`config.mk`:
```
export PLATFORM = sky130hd
export DESIGN_NAME = seq_responder_flat
export DESIGN_NICKNAME = d
export VERILOG_FILES = /design/src/rtl/seq_responder_pkg.sv /design/src/rtl/seq_responder_if.sv /design/src/rtl/seq_responder_pend.sv /design/src/rtl/seq_responder.sv /design/src/flat_wrapper.sv
export SDC_FILE = /design/constraint.sdc
export NUM_CORES = 1
export LEC_CHECK = 0
export CAP_MARGIN = 15
export CORE_MARGIN = 1.5
export CORE_UTILIZATION = 47
export CTS_CLUSTER_SIZE = 24
export DETAILED_ROUTE_END_ITERATION = 7
export PLACE_DENSITY = 0.73
export SYNTH_ARGS = -nofsm -noshare
export SYNTH_HDL_FRONTEND = slang
export SYNTH_SLANG_ARGS = --single-unit
```
`constraint.sdc`:
```
create_clock -name clk -period 1.65 [get_ports clk]
set_input_delay 0.495 -clock clk [delete_from_list [all_inputs] [get_ports clk]]
set_output_delay 0.495 -clock clk [all_outputs]
set_load 0.005 [all_outputs]
```
`src/rtl/seq_responder_pkg.sv`:
```
// rtl/seq_responder_pkg.sv - shared types, defaults and delay clamp for seq_responder
//
// Contents:
//   state_e     : responder FSM states (idle, delay wait, c pulse, b pulse)
//   MAX_DLY_DEF : default maximum request-to-c delay in cycles
//   DLY_W_DEF   : default width of the requested delay field
//   clamp_dly() : maps a raw requested delay onto 1..max_dly
package seq_responder_pkg;

  typedef enum logic [1:0] {
    ST_IDLE = 2'd0,
    ST_WAIT = 2'd1,
    ST_C    = 2'd2,
    ST_B    = 2'd3
  } state_e;

  localparam int MAX_DLY_DEF = 5;
  localparam int DLY_W_DEF   = 3;

  // A zero delay is treated as the shortest legal one; oversize requests
  // saturate rather than wrap.
  function automatic int clamp_dly(input int dly, input int max_dly);
    if (dly < 1) return 1;
    if (dly > max_dly) return max_dly;
    return dly;
  endfunction

endpackage

```
`src/rtl/seq_responder_if.sv`:
```
// rtl/seq_responder_if.sv - request/completion bundle between initiator and seq_responder
//
// Signals:
//   a    : request strobe (initiator -> responder), valid only with ce
//   ce   : enable, held high from request through b
//   dly  : requested a->c delay, sampled with a
//   c    : one-cycle completion pulse
//   b    : one-cycle pulse the cycle after c
//   busy : sequence in progress
//   err  : one-cycle abort pulse
//   ovf  : sticky dropped-request flag
// Modports: master (initiator side), slave (responder side).
interface seq_responder_if #(
  parameter int DLY_W = 3
);
  logic             a;
  logic             ce;
  logic [DLY_W-1:0] dly;
  logic             c;
  logic             b;
  logic             busy;
  logic             err;
  logic             ovf;

  modport master (
    output a, ce, dly,
    input  c, b, busy, err, ovf
  );

  modport slave (
    input  a, ce, dly,
    output c, b, busy, err, ovf
  );
endinterface

```
`src/rtl/seq_responder_pend.sv`:
```
// rtl/seq_responder_pend.sv - one-deep pending-request holding register
//
// Ports:
//   clk, rst_n : clock, asynchronous active-low reset
//   i_push     : store a request (with i_dly) into the slot
//   i_pop      : consume the held request this edge
//   i_flush    : discard the held request (takes priority)
//   i_dly      : clamped delay of the request being pushed
//   o_valid    : slot holds a request
//   o_dly      : delay of the held request
//   o_ovf      : strobe, a push was dropped because the slot stayed full
module seq_responder_pend #(
  parameter int DLY_W = 3
) (
  input  logic             clk,
  input  logic             rst_n,
  input  logic             i_push,
  input  logic             i_pop,
  input  logic             i_flush,
  input  logic [DLY_W-1:0] i_dly,
  output logic             o_valid,
  output logic [DLY_W-1:0] o_dly,
  output logic             o_ovf
);
  logic             r_valid;
  logic [DLY_W-1:0] r_dly;

  // A push on the same edge as a pop replaces the departing entry, so it
  // is only dropped when the slot is full and not draining.
  assign o_ovf   = i_push & r_valid & ~i_pop & ~i_flush;
  assign o_valid = r_valid;
  assign o_dly   = r_dly;

  always_ff @(posedge clk or negedge rst_n) begin
    if (!rst_n) begin
      r_valid <= 1'b0;
      r_dly   <= '0;
    end else if (i_flush) begin
      r_valid <= 1'b0;
    end else if (i_push && (!r_valid || i_pop)) begin
      r_valid <= 1'b1;
      r_dly   <= i_dly;
    end else if (i_pop) begin
      r_valid <= 1'b0;
    end
  end
endmodule

```
`src/rtl/seq_responder.sv`:
```
// rtl/seq_responder.sv - responder for the a/ce -> c -> b handshake with one pending slot
//
// Parameters:
//   MAX_DLY : maximum a->c delay in cycles (>= 1)
//   DLY_W   : width of dly, 2**DLY_W > MAX_DLY
// Ports:
//   clk   : clock, posedge
//   rst_n : asynchronous active-low reset
//   bus   : seq_responder_if.slave (a, ce, dly in; c, b, busy, err, ovf out)
// Optional: define SEQ_RESPONDER_SVA_EN to compile embedded assertions.
module seq_responder
  import seq_responder_pkg::*;
#(
  parameter int MAX_DLY = MAX_DLY_DEF,
  parameter int DLY_W   = DLY_W_DEF
) (
  input logic             clk,
  input logic             rst_n,
  seq_responder_if.slave  bus
);
  localparam logic [DLY_W-1:0] ONE = DLY_W'(1);
  localparam logic [DLY_W-1:0] TWO = DLY_W'(2);

  state_e           r_state;
  logic [DLY_W-1:0] r_cnt;
  logic             r_c;
  logic             r_b;
  logic             r_busy;
  logic             r_err;
  logic             r_ovf;

  logic             w_req;
  logic [DLY_W-1:0] w_d;
  logic             w_in_seq;
  logic             w_abort;
  logic             w_in_b;
  logic             w_pend_valid;
  logic [DLY_W-1:0] w_pend_dly;
  logic             w_pend_ovf;
  logic             w_push;
  logic             w_pop;
  logic             w_start;
  logic [DLY_W-1:0] w_start_dly;

  assign w_req    = bus.a & bus.ce;
  assign w_d      = DLY_W'(clamp_dly(int'(bus.dly), MAX_DLY));
  assign w_in_seq = (r_state != ST_IDLE);
  assign w_abort  = w_in_seq & ~bus.ce;
  assign w_in_b   = (r_state == ST_B);

  // In B the held request (if any) starts now; a new request arriving in B
  // with an empty slot starts directly instead of being parked.
  assign w_pop  = w_in_b & bus.ce & w_pend_valid;
  assign w_push = w_req & w_in_seq & ~(w_in_b & ~w_pend_valid);

  assign w_start     = ((r_state == ST_IDLE) & w_req) | (w_in_b & (w_pend_valid | w_req));
  assign w_start_dly = (w_in_b && w_pend_valid) ? w_pend_dly : w_d;

  seq_responder_pend #(
    .DLY_W (DLY_W)
  ) u_pend (
    .clk     (clk),
    .rst_n   (rst_n),
    .i_push  (w_push),
    .i_pop   (w_pop),
    .i_flush (w_abort),
    .i_dly   (w_d),
    .o_valid (w_pend_valid),
    .o_dly   (w_pend_dly),
    .o_ovf   (w_pend_ovf)
  );

  always_ff @(posedge clk or negedge rst_n) begin
    if (!rst_n) begin
      r_state <= ST_IDLE;
      r_cnt   <= '0;
      r_c     <= 1'b0;
      r_b     <= 1'b0;
      r_busy  <= 1'b0;
      r_err   <= 1'b0;
      r_ovf   <= 1'b0;
    end else begin
      r_c   <= 1'b0;
      r_b   <= 1'b0;
      r_err <= 1'b0;
      if (w_pend_ovf) r_ovf <= 1'b1;

      if (w_abort) begin
        r_state <= ST_IDLE;
        r_cnt   <= '0;
        r_busy  <= 1'b0;
        r_err   <= 1'b1;
      end else begin
        case (r_state)
          ST_IDLE, ST_B: begin
            if (w_start) begin
              r_cnt  <= w_start_dly;
              r_busy <= 1'b1;
              // c is registered one edge before it is sampled, so a delay
              // of one means c rises on the request edge itself.
              if (w_start_dly == ONE) begin
                r_state <= ST_C;
                r_c     <= 1'b1;
              end else begin
                r_state <= ST_WAIT;
              end
            end else begin
              r_state <= ST_IDLE;
              r_cnt   <= '0;
              r_busy  <= 1'b0;
            end
          end
          ST_WAIT: begin
            r_cnt <= r_cnt - ONE;
            if (r_cnt <= TWO) begin
              r_state <= ST_C;
              r_c     <= 1'b1;
            end
          end
          ST_C: begin
            r_state <= ST_B;
            r_b     <= 1'b1;
          end
          default: begin
            r_state <= ST_IDLE;
            r_busy  <= 1'b0;
          end
        endcase
      end
    end
  end

  assign bus.c    = r_c;
  assign bus.b    = r_b;
  assign bus.busy = r_busy;
  assign bus.err  = r_err;
  assign bus.ovf  = r_ovf;

`ifdef SEQ_RESPONDER_SVA_EN
  a_c_b_exclusive: assert property (@(posedge clk) disable iff (!rst_n)
    !(r_c && r_b));

  a_err_quiet: assert property (@(posedge clk) disable iff (!rst_n)
    r_err |-> (!r_c && !r_b));

  a_seq_done: assert property (@(posedge clk) disable iff (!rst_n)
    (r_state == ST_IDLE && w_req) |->
      (bus.ce throughout (##[1:MAX_DLY] r_c ##1 r_b)) or (##[1:MAX_DLY+2] r_err));
`endif

endmodule

```
`src/flat_wrapper.sv`:
```
// flat-port wrapper written by rule: the top's interface ports become plain ports
module seq_responder_flat import seq_responder_pkg::*;
#(
  parameter int MAX_DLY = MAX_DLY_DEF,
  parameter int DLY_W   = DLY_W_DEF
)
  (clk, rst_n, bus_a, bus_ce, bus_dly, bus_c, bus_b, bus_busy, bus_err, bus_ovf);
  seq_responder_if #(.DLY_W(DLY_W)) bus_i ();
  input logic clk;
  input logic rst_n;
  input wire logic [$bits(bus_i.a)-1:0] bus_a;
  input wire logic [$bits(bus_i.ce)-1:0] bus_ce;
  input wire logic [$bits(bus_i.dly)-1:0] bus_dly;
  output wire logic [$bits(bus_i.c)-1:0] bus_c;
  output wire logic [$bits(bus_i.b)-1:0] bus_b;
  output wire logic [$bits(bus_i.busy)-1:0] bus_busy;
  output wire logic [$bits(bus_i.err)-1:0] bus_err;
  output wire logic [$bits(bus_i.ovf)-1:0] bus_ovf;
  assign bus_i.a = bus_a;
  assign bus_i.ce = bus_ce;
  assign bus_i.dly = bus_dly;
  assign bus_c = bus_i.c;
  assign bus_b = bus_i.b;
  assign bus_busy = bus_i.busy;
  assign bus_err = bus_i.err;
  assign bus_ovf = bus_i.ovf;
  seq_responder #(.MAX_DLY(MAX_DLY), .DLY_W(DLY_W)) u_core (.clk(clk), .rst_n(rst_n), .bus(bus_i));
endmodule
```
==> run metrics <==
CTS tree=yes; DRT Pass-1 Iters=4; vias in the first global route=691; commonest non-fill, non-tap cells in the layout=21 x buf_4, 14 x dfrtp_1, 7 x a21oi_1, 7 x clkdlybuf4s50_1, 6 x ha_1; crit path buf inv count=1; clk_lat worst skew=290 ps; EDFF count, synth=0; clock power share=0.161; final hold violations=0; setup slack after layout=-78.1 ps; final-report max-slew violation count=0; outcome=complete, but fails checks; CTS Root Cell=clkbuf_4; DRC viols=0; largest net degree at the start of global routing=15; initial antenna violation count=0; Logic pwr share=0.487; Final HPWL DP=1330 um; min Tclk post-route=1730 ps; I/O pins=12; worst slew pin tran=510 ps; sequential share of the synthesized area=0.420; Pwr Total=1.58 mW; Pint=1.02 mW; RSZ-0062 raised after global routing=true; Layout Skew=6.31 ps; yosys warns=0; post-synthesis mux area share=0.0511; antenna-violating nets left=0; largest stage delay on the critical path=450 ps; Required @ worst endpoint=1870 ps; Final Cycle Share=1.05; CP arrival=1950 ps; Die Ht=45.1 um; diodes inserted=0; WP depth=5; Synth cell types=36; critical path's most frequent cell=or3_4; Worst Setup SP=u_core.r_state[0]; Synth Area in Adders=0.105; Post-DP Area=0.00108 mm^2; Longest Clk Path Bufs=2; FF+latch count, synth=14; Post-Synth XOR/XNOR Area=0.0105; Top delay family on crit path=simple AND/OR/NAND/NOR gates; leak pwr=0.537 nW; Synth Cell Area=833 um^2; final setup fails=2; class of the worst hold path=register to register; CP startpoint kind=register; Vias/cell=5.57; Cell Chain, Critical Path=inv_2 -> ha_4 -> or3_4 -> or3_4 -> a21oi_2; die area=0.00203 mm^2; Rows=15; largest family of logic cells by synthesized area=compound AO/OA/AOI/OAI gates; predominant post-synthesis flop cell=dfrtp_1; most common cell after layout, fill and taps aside=buf_4; reg2reg path depth=5; first-pass GRT wire length=3010 um; Placeable Area=0.00169 mm^2; worst setup path class=register to register; Compound-Gate Fraction of Synth Area=0.213; Switch Pwr=566 uW; Max IR drop VDD=0.790 mV; syn_area_per_cell=9.69 um^2; drt wl/cell=14.5 um; clk slew on worst S/H paths=90 ps; layout cells sized above 1=0.316; hold slack=490 ps; setup_tns=-135 ps; CP endpoint kind=register; Final Wtd Congestion=0.827; die width=45.1 um; reg2reg setup slack=-80 ps; Max FO, Critical Path=4; area grow syn2layout=40.4%; Initial DRC Count=10; terminus of the critical flop-to-flop path=u_core.r_cnt[2]; pwr/cell area=1350 mW/mm^2; fraction of the mapped netlist area in simple logic gates=0.138; CTS Sinks=14; f_max=579 MHz; Initial Util=0.493; share of synthesized flip-flops with an asynchronous set or reset=1.00; # port buffers=11; crit path capture=u_core.r_cnt[2]; DP Worst Slack=-411 ps; fin area=0.00117 mm^2; H-tree Lvls=1; nets=132; slowest library cell on the worst path=dfrtp_1; max_slew headroom=0.656; Seq pwr share=0.352; # Max-Cap Violations=0; total CTS buffers=3; Syn Inst Count=86; failing checks=negative setup slack; Net Sw Frac=0.358; vias=747; All-Layer GR Usage=0.210; FF-to-FF Start=u_core.r_state[0]; final wirelength=1940 um; GRT overflow=0; Syn Nets=100
[worst min-delay path by stage]
stage	startpoint	end	cells past startpoint
floorplan	rst_n	u_core.bus.b	0
global placement	u_core.bus.ovf	u_core.bus.ovf	1
detailed placement	u_core.bus.ovf	u_core.bus.ovf	1
CTS	u_core.bus.ovf	u_core.bus.ovf	1
global route	rst_n	u_core.r_cnt[1]	2
finish	u_core.bus.ovf	u_core.bus.ovf	1
[state kept, by name, summed over array words and instances (netlist names)]
name                   count
u_core.u_pend.o_valid      1
u_core.bus.b               1
u_core.r_state             2
u_core.bus.ovf             1
u_core.bus.c               1
u_core.u_pend.o_dly        3
u_core.r_cnt               3
u_core.bus.err             1
u_core.bus.busy            1
[Yosys cell counts, types with 2 or more instances]
cell	instances	area [um^2]
a221oi_1	2	17.5
nor2_1	6	22.5
nand2_1	2	7.51
or3_1	2	12.5
mux2i_1	2	20.0
o22ai_1	2	12.5
buf_2	2	10.0
nor2b_1	2	12.5
inv_1	6	22.5
o21ai_1	2	10.0
dfrtp_1	14	350
clkbuf_1	2	7.51
nand2b_1	3	18.8
mux2_1	2	22.5
ha_1	7	87.6
nand3_1	2	10.0
nor3_1	2	10.0
a21oi_1	8	40.0
[cell type report]
type / count / area, um^2
fill: 142 / 519
inverter: 7 / 26.3
sequential: 14 / 350
timing repair buffer: 32 / 267
clock buffer: 4 / 36.3
multi-input combinational: 60 / 469
tap: 17 / 21.3
[per-layer routing]
| metal | part of all wire | track usage |
|---|---|---|
| met5 | 0 | 0 |
| met4 | 0.014 | 0.106 |
| met3 | 0.031 | 0.0480 |
| met2 | 0.50 | 0.323 |
| met1 | 0.45 | 0.275 |
[kinds of logic after synthesis]
kind of cell,Yosys count
simple gates,22
xor+xnor,1
compound gates,26
fa+ha+maj,7
mux,4
flops,14
buf+inv,12
[through the flow]
stage | util | instances
floorplan | - | 86
global placement | 0.639 | 126
detailed placement | 0.639 | 126
CTS | 0.666 | 131
global route | 0.693 | 134
finish | 0.693 | 134
[power groups by stage]
stage / sequential, mW / combinational, mW / clock, mW
after global routing: 0.573 / 0.859 / 0.282
after global placement: 0.558 / 0.697 / 0
after floorplan: 0.541 / 0.448 / 0
after CTS: 0.554 / 0.716 / 0.264
final: 0.557 / 0.771 / 0.255
after detailed placement: 0.560 / 0.713 / 0
[repair_timing]
item / in CTS / in global routing
hold buffers: 0 / 0
buffers inserted: 1 / 3
pin swaps: 1 / 2
setup endpoints to repair: 5 / 9
gates resized for setup: 5 / 6
(Power assumes the default switching activity.)
